### src/rtl/fixed_point_pkg.sv
// Shared definitions for the fixed-point add/sub/div block.
//   op_e       : operation encoding carried on the 2-bit op port
//   sat_value  : most positive / most negative two's-complement value of a
//                w-bit word, sign-extended to MAX_W bits
package fixed_point_pkg;

  localparam int MAX_W = 64;

  typedef enum logic [1:0] {
    OP_ADD     = 2'b00,
    OP_SUB     = 2'b01,
    OP_DIV     = 2'b10,
    OP_ADD_ALT = 2'b11   // reserved code, behaves as add
  } op_e;

  function automatic logic signed [MAX_W-1:0] sat_value(input int unsigned w,
                                                        input logic        is_neg);
    logic signed [MAX_W-1:0] one;
    one = 64'sd1;
    if (is_neg) return -(one <<< (w - 1));
    return (one <<< (w - 1)) - one;
  endfunction

endpackage

### src/rtl/fixed_point_div_core.sv
// Combinational signed fixed-point divide with output quantisation.
//   ina  : signed dividend, WIIA.WIFA
//   inb  : signed divisor,  WIIB.WIFB
//   quo  : signed quotient, WOI.WOF (rounded/truncated, saturated/wrapped)
//   ovf  : quotient out of range, or divide by zero
//   unf  : nonzero quotient quantised to zero
// The magnitude quotient is formed exactly to WOF+1 fractional bits
// (truncated toward zero); the extra bit drives half-LSB rounding.
module fixed_point_div_core
  import fixed_point_pkg::*;
#(
  parameter int WIIA  = 8,
  parameter int WIFA  = 8,
  parameter int WIIB  = 8,
  parameter int WIFB  = 8,
  parameter int WOI   = 8,
  parameter int WOF   = 8,
  parameter int ROOF  = 1,
  parameter int ROUND = 1
) (
  input  logic signed [WIIA+WIFA-1:0] ina,
  input  logic signed [WIIB+WIFB-1:0] inb,
  output logic signed [WOI+WOF-1:0]   quo,
  output logic                        ovf,
  output logic                        unf
);

  localparam int WA     = WIIA + WIFA;
  localparam int WB     = WIIB + WIFB;
  localparam int WO     = WOI + WOF;
  // |A|/2^WIFA / (|B|/2^WIFB) scaled by 2^(WOF+1):
  //   (|A| << (WIFB+WOF+1)) / (|B| << WIFA)
  localparam int NUM_SH = WIFB + WOF + 1;
  localparam int NW     = WA + NUM_SH;
  localparam int DNW    = WB + WIFA;
  localparam int DW     = (NW > DNW) ? NW : DNW;
  localparam int CW     = ((DW > WO) ? DW : WO) + 1;

  // Drop the guard bit: half-up on the magnitude, or plain truncation.
  function automatic logic [DW-1:0] round_quo(input logic [DW-1:0] qm);
    if (ROUND != 0) return (qm + DW'(1)) >> 1;
    return qm >> 1;
  endfunction

  // Range check on the magnitude; negative results may reach 2^(WO-1).
  function automatic logic [WO:0] saturate(input logic [DW-1:0] mag,
                                           input logic          is_neg);
    logic [CW-1:0] mx;
    logic [CW-1:0] lim;
    logic [CW-1:0] v;
    mx  = CW'(mag);
    lim = (CW'(1) << (WO - 1)) - (is_neg ? CW'(0) : CW'(1));
    v   = is_neg ? (~mx + CW'(1)) : mx;
    if (mx > lim) begin
      if (ROOF != 0) return {1'b1, WO'(sat_value(WO, is_neg))};
      return {1'b1, v[WO-1:0]};
    end
    return {1'b0, v[WO-1:0]};
  endfunction

  logic [WA-1:0] mag_a;
  logic [WB-1:0] mag_b;
  logic [DW-1:0] num;
  logic [DW-1:0] den;
  logic [DW-1:0] qm;
  logic [DW-1:0] qr;
  logic          q_neg;
  logic [WO:0]   sat;

  always_comb begin
    // Two's-complement negate of the most negative word yields the correct
    // unsigned magnitude 2^(W-1).
    mag_a = ina[WA-1] ? WA'(-ina) : WA'(ina);
    mag_b = inb[WB-1] ? WB'(-inb) : WB'(inb);
    num   = DW'(mag_a) << NUM_SH;
    den   = DW'(mag_b) << WIFA;
    qm    = (den == '0) ? '0 : num / den;
    qr    = round_quo(qm);
    q_neg = ina[WA-1] ^ inb[WB-1];
    sat   = saturate(qr, q_neg);
    if (mag_b == '0) begin
      quo = WO'(sat_value(WO, ina[WA-1]));
      ovf = 1'b1;
      unf = 1'b0;
    end else begin
      quo = $signed(sat[WO-1:0]);
      ovf = sat[WO];
      unf = (mag_a != '0) && (qr == '0);
    end
  end

endmodule

### src/rtl/fixed_point_add_sub_div.sv
// Signed fixed-point add / subtract / divide with a one-cycle registered result.
//   clk, rstn          : clock, synchronous active-low reset
//   ina, inb           : operands, WIIA.WIFA and WIIB.WIFB
//   op                 : 00 add, 01 sub (A-B), 10 div (A/B), 11 add
//   in_valid           : operands and op valid this cycle
//   out                : result, WOI.WOF
//   out_valid          : in_valid delayed one cycle
//   upflow / downflow  : overflow or divide-by-zero / nonzero result lost to 0
// Result and flags update only on valid cycles and hold otherwise.
module fixed_point_add_sub_div
  import fixed_point_pkg::*;
#(
  parameter int WIIA  = 8,
  parameter int WIFA  = 8,
  parameter int WIIB  = 8,
  parameter int WIFB  = 8,
  parameter int WOI   = 8,
  parameter int WOF   = 8,
  parameter int ROOF  = 1,
  parameter int ROUND = 1
) (
  input  logic                        clk,
  input  logic                        rstn,
  input  logic signed [WIIA+WIFA-1:0] ina,
  input  logic signed [WIIB+WIFB-1:0] inb,
  input  logic        [1:0]           op,
  input  logic                        in_valid,
  output logic signed [WOI+WOF-1:0]   out,
  output logic                        out_valid,
  output logic                        upflow,
  output logic                        downflow
);

  localparam int WO    = WOI + WOF;
  localparam int WI    = (WIIA > WIIB) ? WIIA : WIIB;
  localparam int WF    = (WIFA > WIFB) ? WIFA : WIFB;
  localparam int SW    = WI + WF + 1;
  localparam int SH_UP = (WOF > WF) ? WOF - WF : 0;
  localparam int SH_DN = (WF > WOF) ? WF - WOF : 0;
  // Room for the left shift plus a possible rounding carry.
  localparam int QW    = SW + SH_UP + 1;
  localparam int CW    = ((QW > WO) ? QW : WO) + 1;
  localparam logic [QW-1:0] HALF = (QW'(1) << SH_DN) >> 1;

  // Rescale the exact sum from WF to WOF fractional bits.
  function automatic logic signed [QW-1:0] round_sum(input logic signed [SW-1:0] s);
    logic signed [QW-1:0] x;
    logic        [QW-1:0] mag;
    logic                 s_neg;
    x     = QW'(s);
    s_neg = x[QW-1];
    if (ROUND != 0) begin
      mag = s_neg ? QW'(-x) : QW'(x);
      mag = (mag + HALF) >> SH_DN;
      x   = s_neg ? -$signed(mag) : $signed(mag);
    end else begin
      x = x >>> SH_DN;
    end
    return x <<< SH_UP;
  endfunction

  // {overflow, WO-bit result}: clamp when ROOF, otherwise keep the low bits.
  function automatic logic [WO:0] saturate(input logic signed [QW-1:0] q);
    logic signed [CW-1:0] qx;
    logic signed [CW-1:0] hi;
    logic signed [CW-1:0] lo;
    qx = CW'(q);
    hi = CW'(sat_value(WO, 1'b0));
    lo = CW'(sat_value(WO, 1'b1));
    if (qx > hi) return {1'b1, (ROOF != 0) ? hi[WO-1:0] : qx[WO-1:0]};
    if (qx < lo) return {1'b1, (ROOF != 0) ? lo[WO-1:0] : qx[WO-1:0]};
    return {1'b0, qx[WO-1:0]};
  endfunction

  // ---- stage p0: combinational operate and quantise ----
  logic signed [SW-1:0] a_al_p0;
  logic signed [SW-1:0] b_al_p0;
  logic signed [SW-1:0] sum_p0;
  logic signed [QW-1:0] q_p0;
  logic        [WO:0]   sat_p0;
  logic signed [WO-1:0] div_q_p0;
  logic                 div_ovf_p0;
  logic                 div_unf_p0;
  logic signed [WO-1:0] res_p0;
  logic                 upf_p0;
  logic                 dnf_p0;

  fixed_point_div_core #(
    .WIIA (WIIA),
    .WIFA (WIFA),
    .WIIB (WIIB),
    .WIFB (WIFB),
    .WOI  (WOI),
    .WOF  (WOF),
    .ROOF (ROOF),
    .ROUND(ROUND)
  ) u_div_core (
    .ina(ina),
    .inb(inb),
    .quo(div_q_p0),
    .ovf(div_ovf_p0),
    .unf(div_unf_p0)
  );

  always_comb begin
    a_al_p0 = SW'(ina) <<< (WF - WIFA);
    b_al_p0 = SW'(inb) <<< (WF - WIFB);
    sum_p0  = (op_e'(op) == OP_SUB) ? a_al_p0 - b_al_p0 : a_al_p0 + b_al_p0;
    q_p0    = round_sum(sum_p0);
    sat_p0  = saturate(q_p0);
    if (op_e'(op) == OP_DIV) begin
      res_p0 = div_q_p0;
      upf_p0 = div_ovf_p0;
      dnf_p0 = div_unf_p0;
    end else begin
      res_p0 = $signed(sat_p0[WO-1:0]);
      upf_p0 = sat_p0[WO];
      dnf_p0 = (sum_p0 != '0) && (q_p0 == '0);
    end
  end

  // ---- stage p1: output register ----
  logic signed [WO-1:0] out_p1;
  logic                 vld_p1;
  logic                 upf_p1;
  logic                 dnf_p1;

  always_ff @(posedge clk) begin
    if (!rstn) begin
      vld_p1 <= 1'b0;
      out_p1 <= '0;
      upf_p1 <= 1'b0;
      dnf_p1 <= 1'b0;
    end else begin
      vld_p1 <= in_valid;
      if (in_valid) begin
        out_p1 <= res_p0;
        upf_p1 <= upf_p0;
        dnf_p1 <= dnf_p0;
      end
    end
  end

  assign out       = out_p1;
  assign out_valid = vld_p1;
  assign upflow    = upf_p1;
  assign downflow  = dnf_p1;

endmodule

### config.mk
export PLATFORM = sky130hd
export DESIGN_NAME = fixed_point_add_sub_div
export DESIGN_NICKNAME = d
export VERILOG_FILES = /design/src/rtl/fixed_point_pkg.sv /design/src/rtl/fixed_point_div_core.sv /design/src/rtl/fixed_point_add_sub_div.sv
export SDC_FILE = /design/constraint.sdc
export NUM_CORES = 1
export LEC_CHECK = 0
export CORE_ASPECT_RATIO = 2
export CORE_MARGIN = 4
export CORE_UTILIZATION = 50
export CTS_CLUSTER_SIZE = 8
export DETAILED_ROUTE_END_ITERATION = 16
export PLACE_DENSITY = 0.71
export SYNTH_ARGS = -nofsm -noshare
export SYNTH_HDL_FRONTEND = slang
export SYNTH_SLANG_ARGS = --single-unit
export TNS_END_PERCENT = 5
### constraint.sdc
create_clock -name clk -period 147 [get_ports clk]
set_input_delay 36.75 -clock clk [delete_from_list [all_inputs] [get_ports clk]]
set_output_delay 36.75 -clock clk [all_outputs]
set_load 0.1 [all_outputs]
# Word-level counts from Yosys, hierarchy flattened
# Index checks and enable logic that the tools add are counted.
# classes
muxes	34
shifts	0
bitwise_logic	2
magnitude_cmp	3
addsub	9
n_reduce_logical	8
div_mod_pow	1
eq_ne	2
multipliers	0
# ops
operator	n
2-to-1 mux 16 bit	10
2-to-1 mux 17 bit	7
logical NOT 33 bit	2
2-to-1 mux 18 bit	2
> comparator 32 x 34 -> 1 bit	1
subtractor 17 x 34 -> 34 bit (first input constant)	1
adder 33 x 1 -> 33 bit (second input constant)	1
divider 33 x 24 -> 33 bit	1
2-to-1 mux 33 bit	1
negation 16 bit	2
> comparator 18 x 16 -> 1 bit (second input constant)	1
logical NOT 18 bit	1
< comparator 18 x 16 -> 1 bit (second input constant)	1
negation 17 -> 18 bit	1
negation 18 bit	1
adder 16 x 16 -> 17 bit	1
nonzero test 17 bit	1
subtractor 16 x 16 -> 17 bit	1
adder 16 x 1 -> 16 bit (second input constant)	1
logical NOT 16 bit	1
NOT 16 bit	1
nonzero test 16 bit	1
2-to-1 mux 1 bit	14
equality test 2 x 1 -> 1 bit (second input constant)	1
3 further kinds	4
# totals
regBits	19
latchBits	0
out_inout_bits	19
ram_bits	0
mem_bits_ro	0
mem_count	0
input_bits	37

# Logic depth before layout (Yosys ltp)
# depth
word_depth	13
ltp_mapped	342
mapped_depth_nobuf	312

# Cells and area by module
# A second synthesis with hierarchy kept.
# hier_totals
hier_cells	3340
hier_area_um2	22990.8
# modules_own_cells
mod	area_each_um2	cells_each	n_inst
fixed_point_div_core	19498.7	2863	1
fixed_point_add_sub_div	3492.1	477	1

# Worst setup path before layout
# Ideal clock, no wire load.
# synth_timing
path_kind	input to register
start	input port inb[0]
end	register out_p1[3] (netlist: out[3])
cell_stages	325
setup_ns	0.119
t_required_ns	146.881
arrival_ns	102.700
slack_ns	44.181
cell_sequence	clkbuf_1 > inv_1 > clkbuf_1 > clkbuf_1 > ha_1 > nor2b_1 > a41oi_1 > xnor2_2 > o211ai_1 > nor2_2 > clkbuf_1 > nand2_1 > or3_1 > clkbuf_1 > mux2i_1 > ha_1 > o21a_1 > nor2_1 > (+289 left out) > ha_1 > and2_1 > nand2_1 > nand3_1 > o21ai_1 > ha_1 > a21o_1 > a21oi_1 > nor2b_1 > o21ai_0 > nand2b_1 > a221oi_1 > a41oi_1 > or4_4 > nand2_2 > buf_4 > o21ai_1 > a32o_1
# synth_between
elab_chain_cells	13
# synth_rtl
element	line_no	rtl
start: declaration	fixed_point_add_sub_div.sv:25	input logic signed [WIIB+WIFB-1:0] inb,
negation 16 bit	fixed_point_div_core.sv:74	mag_b = inb[WB-1] ? WB'(-inb) : WB'(inb);
2-to-1 mux 16 bit	fixed_point_div_core.sv:74	
divider 33 x 24 -> 33 bit or logical NOT 33 bit (tied branches)	fixed_point_div_core.sv:77	qm = (den == '0) ? '0 : num / den;
2-to-1 mux 33 bit	fixed_point_div_core.sv:77	
adder 33 x 1 -> 33 bit	fixed_point_div_core.sv:41	if (ROUND != 0) return (qm + DW'(1)) >> 1;
NOT 16 bit	fixed_point_div_core.sv:53	v = is_neg ? (~mx + CW'(1)) : mx;
adder 16 x 1 -> 16 bit	fixed_point_div_core.sv:53	
2-to-1 mux 16 bit	fixed_point_div_core.sv:53	
2-to-1 mux 16 bit	fixed_point_div_core.sv:56	return {1'b1, v[WO-1:0]};
2-to-1 mux 17 bit	fixed_point_div_core.sv:54	if (mx > lim) begin
2-to-1 mux 17 bit	fixed_point_div_core.sv:58	return {1'b0, v[WO-1:0]};
2-to-1 mux 16 bit	fixed_point_div_core.sv:81	if (mag_b == '0) begin
2-to-1 mux 16 bit (*)	fixed_point_add_sub_div.sv:111	if (op_e'(op) == OP_DIV) begin
end signal: assignment	fixed_point_add_sub_div.sv:137	out_p1 <= res_p0;
end: declaration	fixed_point_add_sub_div.sv:123	logic signed [WO-1:0] out_p1;
# Every way passes the cells marked *; elsewhere a longest branch is shown, timed or not. The select of a mux whose other input is x is not followed.
# A chain may end at the register's enable or synchronous reset.

# Worst setup path in the final report
# layout_timing
start	input port inb[7]
end	register out_p1[14] (netlist: out[14])
# Same word-level chain as after synthesis.

==> impl_results.md <==
* Met1 demand-to-capacity share in global routing at 33.13%
* Area occupied by multi-input gates at 21040 um2
* Final Net Count at 3563
* Fraction of met2 tracks used by global routing at 68.37%
* Depth of the CTS H-tree at 1
* Number of buffers created by CTS at 3
* Number of pins exceeding their max-slew limit in the final report at 0
* Number of distinct standard cells referenced by the synthesized netlist at 117
* Number of fillers in the final layout at 4441
* Initial antenna violation count at 2
* Slew @ Worst Pin at 1.226 ns
* Clock root buffer: sky130_fd_sc_hd__clkbuf_16
* Required @ worst endpoint at 147.13 ns
* Slowest stage cell on the critical path: sky130_fd_sc_hd__clkdlybuf4s50_1
* Post-Synth Simple-Gate Area at 25.63%
* Total Neg Setup Slack at 0 ns
* Final weighted congestion in routability-driven placement at 1.056
* Highest Clock Rate at 0.009030 GHz
* Fraction of registers with async set/reset at 0%
* Bufs on Longest Clock Path at 2
* Routed wire length at 92300 um
* Fraction of post-synthesis cell area in the top cell type by area at 17.44%
* Setup crit start kind: input pin
* Cell count after placement at 3763
* Die Wd at 157.4 um
* Post-synth EDFFs at 0
* Detail-routed via count per cell at 6.897
* Area used by sequential logic in the layout at 380.4 um2
* Share of the cycle needed by the critical path after routing at 75.33%
* Routed vias at 26000
* Starting DRC count in detailed routing at 1687
* Result of the run: finished clean
* Final count of negative-setup-slack endpoints at 0
* Busiest layer in global routing: met2
* Area of placed instances at 23520 um2
* Number of DRC violations after detailed routing at 0
* Portion of netlist area occupied by mux cells at 5.216%
* Y dimension of the die at 306.7 um
* P&R area growth vs syn at 5.805%
* Fraction of final layout cells sized beyond drive strength 1 at 6.849%
* Maximum number of pins on one net before global-route repair at 37
* Wire length of the first global-routing pass at 141300 um
* Number of storage elements in the synthesis netlist at 19
* Clk sinks at 19
* Number of hold violations in the final report at 0
* Sequential fraction of the synthesis area at 1.705%
* Most area-hungry cell type in the Yosys netlist: sky130_fd_sc_hd__ha_1
* Half-perimeter wire length after placement at 74690 um
* Dominant combinational cell family by area after synthesis: compound AO/OA/AOI/OAI gates
* Max-cap violations at 0
* Path category of the worst min-delay check: flip-flop to flip-flop
* Vias in the first global route at 26290
* # resized after CTS at 0
* Min Tclk post-route at 110.74 ns
* Routed wire length per instance at 24.48 um
* Number of hold buffers added after CTS at 0
* Delay of the slowest cell on the worst path at 0.91 ns
* Compound-gate portion of the synthesized area at 35.07%
* Unrepaired setup endpoints after global routing: no
* Starting density of the core at 50.49%
* Setup Crit Path Kind: input pin to flip-flop
* IO buf count at 55
* Non-filler instance count after layout at 3770
* XOR/XNOR Fraction of Synth Area at 10.43%
* Mapped Area at 22310 um2
* Number of buffers inserted by post-CTS setup repair at 0
* GRT met3 Usage at 4.732%
* Clock Latency Late Sink at 0.25 ns
* Detailed-routing iteration count for the pre-antenna-repair pass at 6
* Cell type with the highest occurrence count on the critical path: sky130_fd_sc_hd__o21ai_0
* Largest fanout on the critical path at 36
* Highest-count cells in the layout ignoring fill and taps: sky130_fd_sc_hd__ha_1, sky130_fd_sc_hd__nand2_1, sky130_fd_sc_hd__a21oi_1
* Critical Path Sink Type: flip-flop
* Fraction of the mapped netlist area in adder cells at 17.62%
* Remaining global-route overflow at 0
* Worst setup skew after layout at 0 ns
* Number of top-level design ports at 56
* Leading register cell type out of synthesis: sky130_fd_sc_hd__dfxtp_1
* Warning count from the yosys run at 0
* Data arrival time of the worst path at 110.87 ns
* Slew margin rel. at 17.70%
* Most common library cell in the layout ignoring fill and taps: sky130_fd_sc_hd__ha_1
* Mean area per synthesized cell at 6.950 um2
* Global-route usage over all layers at 36.57%
* Standard-cell row count at 109
* Clock transition at the register clock pins on the worst setup and hold paths after CTS at 0.05 ns
* Final std cell area, no fill at 23600 um2
* Cell types with the largest area share after synthesis: sky130_fd_sc_hd__ha_1, sky130_fd_sc_hd__xnor2_1, sky130_fd_sc_hd__a21oi_1, sky130_fd_sc_hd__nand2_1, sky130_fd_sc_hd__nor2_1
* Residual antenna-violating net count after detailed routing at 0
* Number of cells produced by synthesis at 3210
* Total die area at 48270 um2
* Core region area at 44190 um2
* Net count after synthesis at 3560
* CTS tree: done
-- cells by family after synthesis --
logic type	after synthesis
AO/OA/AOI/OAI	1139
XOR/XNOR	263
adder cells (fa/ha/maj)	313
buffers and inverters	235
flip-flops	19
multiplexers	109
AND/OR/NAND/NOR	1132
-- stage by stage --
step                worst slack [ns]  hold WS (ns)  utilization, %
finish                         36.26        0.4678           53.42
global route                   31.26        0.5202           53.40
CTS                            37.75        0.4727           53.40
detailed placement             37.71        0.4659           53.22
global placement               38.74        0.4573           53.22
floorplan                      44.18        0.8744               -
-- worst paths after layout --
check                                to    start  slack (ns)  cells past startpoint
worst min register to register  out[10]  out[10]        0.47                      2
worst max register to register  out[11]  out[11]      146.22                      1
worst max-delay path            out[14]   inb[7]       36.26                    292
worst min-delay path            out[10]  out[10]        0.47                      2
-- area by class of cell --
cell class / instances / area share [%]
Multi-Input combinational cell: 2956 / 89.13
Timing Repair Buffer: 104 / 3.891
Tap cell: 555 / 2.942
Inverter: 129 / 2.051
Sequential cell: 19 / 1.611
Clock buffer: 3 / 0.3180
Antenna cell: 3 / 0.03180
Clock inverter: 1 / 0.02120
-- sequential cells by signal, summed over array words and instances (netlist names) --
register	cells
out	16
upflow	1
out_valid	1
downflow	1
-- metal layers --
layer	part of all wire, %	vias to the layer above
li1	-	12170
met1	32	12240
met2	52	1094
met3	4.9	506
met4	11	0
met5	0	-
-- Yosys cell counts (22+ instances only) --
cell	number
sky130_fd_sc_hd__nor4_1	29
sky130_fd_sc_hd__mux2_2	56
sky130_fd_sc_hd__xor2_1	94
sky130_fd_sc_hd__xnor2_1	166
sky130_fd_sc_hd__nor3_1	111
sky130_fd_sc_hd__buf_2	22
sky130_fd_sc_hd__o21a_1	81
sky130_fd_sc_hd__a21oi_1	279
sky130_fd_sc_hd__a211oi_1	32
sky130_fd_sc_hd__ha_1	311
sky130_fd_sc_hd__mux2i_1	51
sky130_fd_sc_hd__or2_2	29
sky130_fd_sc_hd__o31ai_1	62
sky130_fd_sc_hd__nor2_1	275
sky130_fd_sc_hd__a21o_1	102
sky130_fd_sc_hd__o211ai_1	42
sky130_fd_sc_hd__and3_1	25
sky130_fd_sc_hd__o21ai_0	191
sky130_fd_sc_hd__nor2b_1	33
sky130_fd_sc_hd__inv_1	128
sky130_fd_sc_hd__clkbuf_1	66
sky130_fd_sc_hd__nand4_1	36
sky130_fd_sc_hd__o21bai_1	30
sky130_fd_sc_hd__nand2_1	290
sky130_fd_sc_hd__or3_1	37
sky130_fd_sc_hd__and2_1	36
sky130_fd_sc_hd__nand2b_1	60
sky130_fd_sc_hd__nand3_1	80
sky130_fd_sc_hd__a31oi_1	39
-- critical path, delay by kind of cell --
family	cells	cell delay [ns]
adder cells (fa/ha/maj)	27	9.28
AO/OA/AOI/OAI	153	34.45
buffers and inverters	12	3.50
AND/OR/NAND/NOR	90	23.14
multiplexers	10	3.45
Power is not shown: default switching activity piles up to over one toggle a cycle in this logic, so the estimate is an artifact.
